==> config.mk <==
export PLATFORM = sky130hd
export DESIGN_NAME = drum_timing
export DESIGN_NICKNAME = d
export VERILOG_FILES = /design/src/rtl/drum_timing.sv
export SDC_FILE = /design/constraint.sdc
export NUM_CORES = 1
export LEC_CHECK = 0
export ABC_AREA = 1
export CORE_MARGIN = 10
export CORE_UTILIZATION = 30
export CTS_CLUSTER_SIZE = 16
export DETAILED_ROUTE_END_ITERATION = 10
export GPL_TIMING_DRIVEN = 0
export RECOVER_POWER = 50
export SYNTH_ARGS = -nofsm -noshare
export SYNTH_HDL_FRONTEND = slang
export SYNTH_SLANG_ARGS = --single-unit
==> constraint.sdc <==
create_clock -name CLOCK -period 4.2 [get_ports CLOCK]
set_input_delay 0.84 -clock CLOCK [delete_from_list [all_inputs] [get_ports CLOCK]]
set_output_delay 0.84 -clock CLOCK [all_outputs]
set_load 0.01 [all_outputs]
==> src/rtl/drum_timing.sv <==
// drum_timing: G-15 drum bit-time (T1..T29) and word-time (0..107) reference generator.
// Optional macro DRUM_TIMING_MISSING_INDEX_EN adds the NOINDEX missing-index-mark flag.
`default_nettype none

module drum_timing #(
  parameter int BITS_PER_WORD  = 29,
  parameter int WORDS_PER_LINE = 108,
  parameter int SHORT_WORDS    = 4
) (
  input  logic       CLOCK,
  input  logic       rst,
  input  logic       INDEX,
  input  logic       SYNC_EN,
  input  logic       CLR_SLIP,
  output logic [4:0] BT,
  output logic [6:0] WT,
  output logic [1:0] WS,
  output logic       T1,
  output logic       T2,
  output logic       T13,
  output logic       T21,
  output logic       T29,
  output logic       ODD,
  output logic       REV,
  output logic       SLIP
`ifdef DRUM_TIMING_MISSING_INDEX_EN
  ,
  output logic       NOINDEX
`endif
);

  localparam logic [4:0] BT_LAST = 5'(BITS_PER_WORD);
  localparam logic [6:0] WT_LAST = 7'(WORDS_PER_LINE - 1);
  localparam logic [1:0] WS_LAST = 2'(SHORT_WORDS - 1);

  logic [4:0] bt_q, bt_d;
  logic [6:0] wt_q, wt_d;
  logic [1:0] ws_q, ws_d;
  logic       t1_q, t1_d, t2_q, t2_d, t13_q, t13_d, t21_q, t21_d, t29_q, t29_d;
  logic       odd_q, odd_d, rev_q, rev_d, slip_q, slip_d;
  logic       illegal, at_end, realign;

  always_comb begin
    illegal = (bt_q == 5'd0) || (bt_q > BT_LAST) || (wt_q > WT_LAST);
    at_end  = (bt_q == BT_LAST) && (wt_q == WT_LAST);
    // An index mark anywhere but the last bit of the revolution, or a corrupted
    // counter, forces the drum back to the start of word 0.
    realign = illegal || (SYNC_EN && INDEX && !at_end);

    bt_d = bt_q;
    wt_d = wt_q;
    ws_d = ws_q;
    if (realign) begin
      bt_d = 5'd1;
      wt_d = 7'd0;
      ws_d = 2'd0;
    end else if (bt_q == BT_LAST) begin
      bt_d = 5'd1;
      if (at_end) begin
        wt_d = 7'd0;
        ws_d = 2'd0;
      end else begin
        wt_d = wt_q + 7'd1;
        ws_d = (ws_q == WS_LAST) ? 2'd0 : ws_q + 2'd1;
      end
    end else begin
      bt_d = bt_q + 5'd1;
    end

    // Decodes use next-state values so they line up with BT/WT in the same cycle.
    t1_d   = (bt_d == 5'd1);
    t2_d   = (bt_d == 5'd2);
    t13_d  = (bt_d == 5'd13);
    t21_d  = (bt_d == 5'd21);
    t29_d  = (bt_d == BT_LAST);
    odd_d  = wt_d[0];
    rev_d  = (wt_d == 7'd0) && (bt_d == 5'd1);
    slip_d = realign ? 1'b1 : (CLR_SLIP ? 1'b0 : slip_q);
  end

  always_ff @(posedge CLOCK or negedge rst) begin
    if (!rst) begin
      bt_q   <= 5'd1;
      wt_q   <= 7'd0;
      ws_q   <= 2'd0;
      t1_q   <= 1'b1;
      t2_q   <= 1'b0;
      t13_q  <= 1'b0;
      t21_q  <= 1'b0;
      t29_q  <= 1'b0;
      odd_q  <= 1'b0;
      rev_q  <= 1'b1;
      slip_q <= 1'b0;
    end else begin
      bt_q   <= bt_d;
      wt_q   <= wt_d;
      ws_q   <= ws_d;
      t1_q   <= t1_d;
      t2_q   <= t2_d;
      t13_q  <= t13_d;
      t21_q  <= t21_d;
      t29_q  <= t29_d;
      odd_q  <= odd_d;
      rev_q  <= rev_d;
      slip_q <= slip_d;
    end
  end

  assign BT   = bt_q;
  assign WT   = wt_q;
  assign WS   = ws_q;
  assign T1   = t1_q;
  assign T2   = t2_q;
  assign T13  = t13_q;
  assign T21  = t21_q;
  assign T29  = t29_q;
  assign ODD  = odd_q;
  assign REV  = rev_q;
  assign SLIP = slip_q;

`ifdef DRUM_TIMING_MISSING_INDEX_EN
  logic noindex_q, noindex_d;

  always_comb begin
    noindex_d = (SYNC_EN && at_end && !INDEX) ? 1'b1 : (CLR_SLIP ? 1'b0 : noindex_q);
  end

  always_ff @(posedge CLOCK or negedge rst) begin
    if (!rst) begin
      noindex_q <= 1'b0;
    end else begin
      noindex_q <= noindex_d;
    end
  end

  assign NOINDEX = noindex_q;
`endif

endmodule

`default_nettype wire
==> results of run 1 <==
final cells by class:
type | count | area (um^2) | area share (%)
buffer | 3 | 22.5 | 1.42
timing repair buffer | 26 | 260 | 16.4
sequential | 21 | 529 | 33.3
clock buffer | 3 | 41.3 | 2.60
tap | 50 | 62.6 | 3.94
clock inverter | 1 | 5.00 | 0.315
inverter | 23 | 86.3 | 5.44
multi-input combinational | 107 | 581 | 36.6
synthesized netlist by cell type, types with 2 or more instances:
cell	number	area [um^2]
nand3_4	2	35.0
a21oi_2	3	26.3
buf_6	2	22.5
nand2_4	2	22.5
nor2_1	29	109
nand2_1	35	131
a21oi_1	4	20.0
dfstp_2	3	78.8
ha_1	5	62.6
xor2_1	3	26.3
inv_1	21	78.8
nand4_1	2	12.5
dfrtp_1	18	450
nand3_1	15	75.1
layer usage:
layer | wire (um) | vias to the layer above
met4 | 37 | 0
met2 | 1220 | 23
met3 | 231 | 5
li1 | - | 538
met1 | 1220 | 473
met5 | 0 | -
state kept, by name, indices dropped and copies added (netlist names):
| register | cells |
|---|---|
| WT | 7 |
| BT | 5 |
| WS | 2 |
| REV | 1 |
| SLIP | 1 |
| T1 | 1 |
| T13 | 1 |
| T2 | 1 |
| T21 | 1 |
| T29 | 1 |
cell usage in the layout, fill, tap and decap left out, drive strengths merged:
master	n
o21a	1
dlygate4sd3	1
dfstp	3
nand4	2
clkinv	2
o21bai	1
ha	5
buf	2
nand3	17
nor2	31
o21ai	3
xor2	3
nand2	37
clkbuf	4
inv	22
dfrtp	18
clkdlybuf4s50	25
a21oi	7
path summary, 6_finish.rpt:
| kind | start | to | slack, ns | depth (start not counted) |
|---|---|---|---|---|
| max | BT[0]$_DFF_PN1_ | BT[0] | 1.85 | 1 |
| min | SLIP$_DFFE_PN0P_ | SLIP$_DFFE_PN0P_ | 0.55 | 2 |
| max reg2reg | BT[0]$_DFF_PN1_ | REV$_DFF_PN1_ | 2.06 | 11 |
| min reg2reg | SLIP$_DFFE_PN0P_ | SLIP$_DFFE_PN0P_ | 0.55 | 2 |
| max in group asynchronous | rst | WT[6]$_DFF_PN0_ | 2.44 | 1 |
| min in group asynchronous | rst | BT[1]$_DFF_PN0_ | 1.17 | 1 |
cell families (layout without fill, tap and decap cells):
group,after synthesis,after routing,share of synthesized area [%]
xor+xnor,3,3,2.14
buf+inv,26,56,9.49
simple gates,87,87,33.6
compound gates,12,12,6.53
flops,21,21,43.2
fa+ha+maj,5,5,5.10
power breakdown:
part / leakage [uW] / internal (uW) / total, uW / switching [uW]
combinational: 0.000472 / 128 / 291 / 164
clock: 0.0000255 / 66.2 / 134 / 67.5
sequential: 0.000276 / 246 / 283 / 37.3
total: 0.000774 / 440 / 708 / 268
per-stage QoR:
stage	instance area (um^2)	hold WS, ns	power, uW	setup slack [ns]
2_1_floorplan	1230	0.530	477	2.45
3_3_place_gp	1550	0.518	593	2.08
3_5_place_dp	1550	0.534	594	2.06
4_1_cts	1600	0.549	733	1.92
5_1_grt	1590	0.605	776	1.78
6_report	1590	0.553	708	1.85
==> impl_metrics.json, run 1 <==
{
  "outcome": "complete, no violations",
  "portBuffers": 26,
  "period_share_pct": 55.9,
  "maxCapViolCount": 0,
  "clock.fmax_mhz": 426,
  "htree_levels": 1,
  "ys.flop_type": "dfrtp_1",
  "ios": 27,
  "fin_util_pct": 40.0,
  "crit_required_ns": 3.36,
  "cts_buffers": 3,
  "synth_fp_nets": 164,
  "clk_path_buf_depth": 2,
  "dieHeight_um": 83.9,
  "critPathCaptureType": "primary output",
  "grt.total_usage_pct": 8.04,
  "crit_path_start_kind": "flop",
  "power_density_nw_per_um2": 446,
  "dp_hpwl_um": 2110,
  "fill_cells": 433,
  "met3_usage_pct": 4.00,
  "path_cells": "clkdlybuf4s50_1",
  "cts_hold_buffers": 0,
  "ir_worst_vdd_uv": 222,
  "cts_root_buffer": "clkbuf_8",
  "path_buf_inv": 1,
  "clock_latency_ns": 0.26,
  "slew_viol_final": 0,
  "path_clk_slew_ns": 0.08,
  "synth_area_per_cell_um2": 7.96,
  "drc": 0,
  "met1_usage_pct": 8.83,
  "postCtsSetupBuffers": 0,
  "cts_resized": 0,
  "synthCells": 154,
  "period_minus_slack_ns": 2.35,
  "critPathMaxFanout": 7,
  "n_antenna_cell": 0,
  "grt_start_max_net_pins": 22,
  "grt_overflow": 0,
  "antenna_found_initial": 0,
  "min_path_type": "reg -> reg",
  "finalHoldViolCount": 0,
  "viasPerCell": 4.44,
  "cts_tree": "built",
  "relSlewSlack_pct": 35.4,
  "crit_path_max_incr_delay_ns": 0.65,
  "syn2layout_area_growth_pct": 29.5,
  "dp.cells": 230,
  "avgRoutedWirePerCell_um": 11.6,
  "crit_type": "reg -> out",
  "rows": 23,
  "drtAntennaViolNets": 0,
  "top_usage_layer": "met2",
  "syn_area_um2": 1230,
  "grtUsageMet2_pct": 13.1,
  "slowest_stage": "dfstp_1",
  "wl_um": 2710,
  "finalNonFillerCells": 234,
  "grt_pass1_wl_um": 4800,
  "drt-initial-drc-count": 50,
  "fin_setup_tns_ns": 0,
  "fin_nets": 195,
  "synth-seq-area-share_pct": 43.2,
  "arrival_ns": 1.51,
  "async_flop_share_pct": 100,
  "setup_viol": 0,
  "place_congestion": 0.795,
  "tightest_slew_ns": 0.966,
  "worst_clock_skew_ns": 0.00502,
  "synth_edf_count": 0,
  "firstDrtPassIters": 4,
  "grt_pass1_vias": 1073,
  "cts_sinks": 21,
  "synth_warnings": 0,
  "fp.dieW_um": 83.9,
  "num_vias": 1039,
  "rsz0062_at_grt": "false",
  "drive_gt1_share_pct": 9.78,
  "synth-seq-cells": 21,
  "dieArea_um2": 7040,
  "start_util_pct": 30.9,
  "coreArea_um2": 3970,
  "cellLeakagePower_uw": 0.000774,
  "crit_family": "flip-flops",
  "synth_cell_types": 24
}
(Power assumes the default switching activity.)
==> run 2, diff against run 1 <==
==> constraint.sdc (replaced) <==
create_clock -name CLOCK -period 2.07 [get_ports CLOCK]
set_input_delay 0.414 -clock CLOCK [delete_from_list [all_inputs] [get_ports CLOCK]]
set_output_delay 0.414 -clock CLOCK [all_outputs]
set_load 0.01 [all_outputs]
==> impl_metrics.json, run 2 (synthesized netlist as in run 1, its figures left out) <==
{
  "outcome": "complete, no violations",
  "postCtsSetupBuffers": 0,
  "drc": 0,
  "slew_viol_final": 0,
  "worstRegToRegCells": 11,
  "maxCapViolCount": 0,
  "critPathCaptureType": "flop",
  "critPathMaxFanout": 10,
  "reg2reg_slack_ns": 0.17,
  "dieHeight_um": 83.9,
  "fp.dieW_um": 83.9,
  "tightest_slew_ns": 0.973,
  "grt_start_max_net_pins": 22,
  "finalPower_uw": 1460,
  "cts_hold_buffers": 0,
  "hold_depth": 2,
  "drtAntennaViolNets": 0,
  "rows": 23,
  "placedInstanceArea_um2": 1550,
  "dp.cells": 230,
  "cts_root_buffer": "clkbuf_8",
  "min_from": "SLIP$_DFFE_PN0P_",
  "multi_input_area_um2": 584,
  "layout_common_cells": "nand2_1, nor2_1, inv_1",
  "num_vias": 1041,
  "crit_path_max_incr_delay_ns": 0.60,
  "layout.area.seq_um2": 529,
  "crit_family": "simple AND/OR/NAND/NOR gates",
  "htree_levels": 1,
  "arrival_ns": 2.10,
  "cts_buffers": 3,
  "setup_viol": 0,
  "grt_pass1_vias": 1073,
  "crit_path_start_kind": "flop",
  "worstReg2RegStart": "BT[0]$_DFF_PN1_",
  "crit_type": "reg -> reg",
  "cts_tree": "built",
  "fin_nets": 195,
  "slowest_stage": "dfstp_2",
  "coreArea_um2": 3970,
  "drt-initial-drc-count": 50,
  "wl_um": 2710,
  "grt_pass1_wl_um": 4800,
  "min_path_type": "reg -> reg",
  "path_clk_slew_ns": 0.08,
  "syn2layout_area_growth_pct": 30.4,
  "finalHoldViolCount": 0,
  "fill_cells": 434,
  "cellLeakagePower_uw": 0.000814,
  "worst_clock_skew_ns": 0.00464,
  "n_antenna_cell": 0,
  "crit_cells": 11,
  "cts_resized": 0,
  "portBuffers": 26,
  "dieArea_um2": 7040,
  "clk_path_buf_depth": 2,
  "fin_setup_tns_ns": 0,
  "period_share_pct": 91.8,
  "layout_commonest_cell": "nand2_1",
  "period_minus_slack_ns": 1.90,
  "start_util_pct": 30.9,
  "path_cells": "ha_1 > nand3_4 > nor2_8 > nand2_4 > nand2_4 > nand3_4 > buf_6 > a21oi_2 > nor2_1 > nand2_1 > nor2_1",
  "power_density_nw_per_um2": 910,
  "clock_latency_ns": 0.26,
  "ir_worst_vdd_uv": 442,
  "place_congestion": 0.795,
  "grt_overflow": 0,
  "path_buf_inv": 1,
  "final_area_um2": 1600,
  "cp-startpoint": "BT[0]$_DFF_PN1_",
  "rsz0062_at_grt": "false",
  "crit_required_ns": 2.27,
  "finalNonFillerCells": 234,
  "pre_cts_slack_ns": 0.181,
  "firstDrtPassIters": 4,
  "grt.total_usage_pct": 8.04,
  "drive_gt1_share_pct": 12.0,
  "cts_sinks": 21,
  "viasPerCell": 4.45,
  "clock.fmax_mhz": 526,
  "avgRoutedWirePerCell_um": 11.6,
  "dp_hpwl_um": 2110,
  "largest_reg_flops": 7,
  "relSlewSlack_pct": 34.9,
  "timing.final.ws_setup_ns": 0.170,
  "antenna_found_initial": 0,
  "ios": 27
}
## run 2: worst paths after layout
check / endpoint
worst max-delay path: REV$_DFF_PN1_
worst min-delay path: SLIP$_DFFE_PN0P_
worst max register to register: REV$_DFF_PN1_
worst min register to register: SLIP$_DFFE_PN0P_
max in group asynchronous: WT[6]$_DFF_PN0_
min in group asynchronous: BT[1]$_DFF_PN0_
## run 2: layer usage
layer / wire [um] / vias to the layer above / share of wire (%) / global-route usage, %
met5: 0 / - / 0 / 0
met4: 37 / 0 / 1.4 / 2.74
met3: 238 / 5 / 8.8 / 4.00
met2: 1210 / 23 / 45 / 13.1
met1: 1220 / 476 / 45 / 8.83
li1: - / 537 / - / -
## run 2: layout make-up
cell class / instances / share of cell area [%]
buffer: 3 / 1.88
clock buffer: 3 / 2.58
clock inverter: 1 / 0.313
inverter: 23 / 5.40
multi-input combinational: 107 / 36.5
sequential: 21 / 33.1
tap: 50 / 3.91
timing repair buffer: 26 / 16.3
## run 2: power breakdown
group / switching [uW] / internal (uW) / leakage [uW]
clock: 137 / 134 / 0.0000255
combinational: 340 / 269 / 0.000511
sequential: 74.0 / 502 / 0.000277
total: 551 / 905 / 0.000814
## run 2: metrics by stage
step,hold WS (ns),util [%]
after CTS,0.549,40.2
after floorplan,0.118,-
after global routing,0.564,40.3
final,0.549,40.3
after global placement,0.518,39.0
after detailed placement,0.534,39.0
## run 2: tightest hold or removal path, delay by kind of cell (launching register included)
family / cells / cell delay, ns
AO/OA/AOI/OAI: 1 / 0.07
flip-flops: 1 / 0.38
buffers and inverters: 1 / 0.05
==> run 3, diff against run 2 <==
--- a/config.mk
+++ b/config.mk
@@ -8,9 +8,10 @@
 export ABC_AREA = 1
 export CORE_MARGIN = 10
 export CORE_UTILIZATION = 30
-export CTS_CLUSTER_SIZE = 16
+export CTS_CLUSTER_SIZE = 24
 export DETAILED_ROUTE_END_ITERATION = 10
 export GPL_TIMING_DRIVEN = 0
+export HOLD_SLACK_MARGIN = 0.06
 export RECOVER_POWER = 50
 export SYNTH_ARGS = -nofsm -noshare
 export SYNTH_HDL_FRONTEND = slang
==> results of run 3 <==
The final DEF is identical to that of run 2; final timing and power are the same.
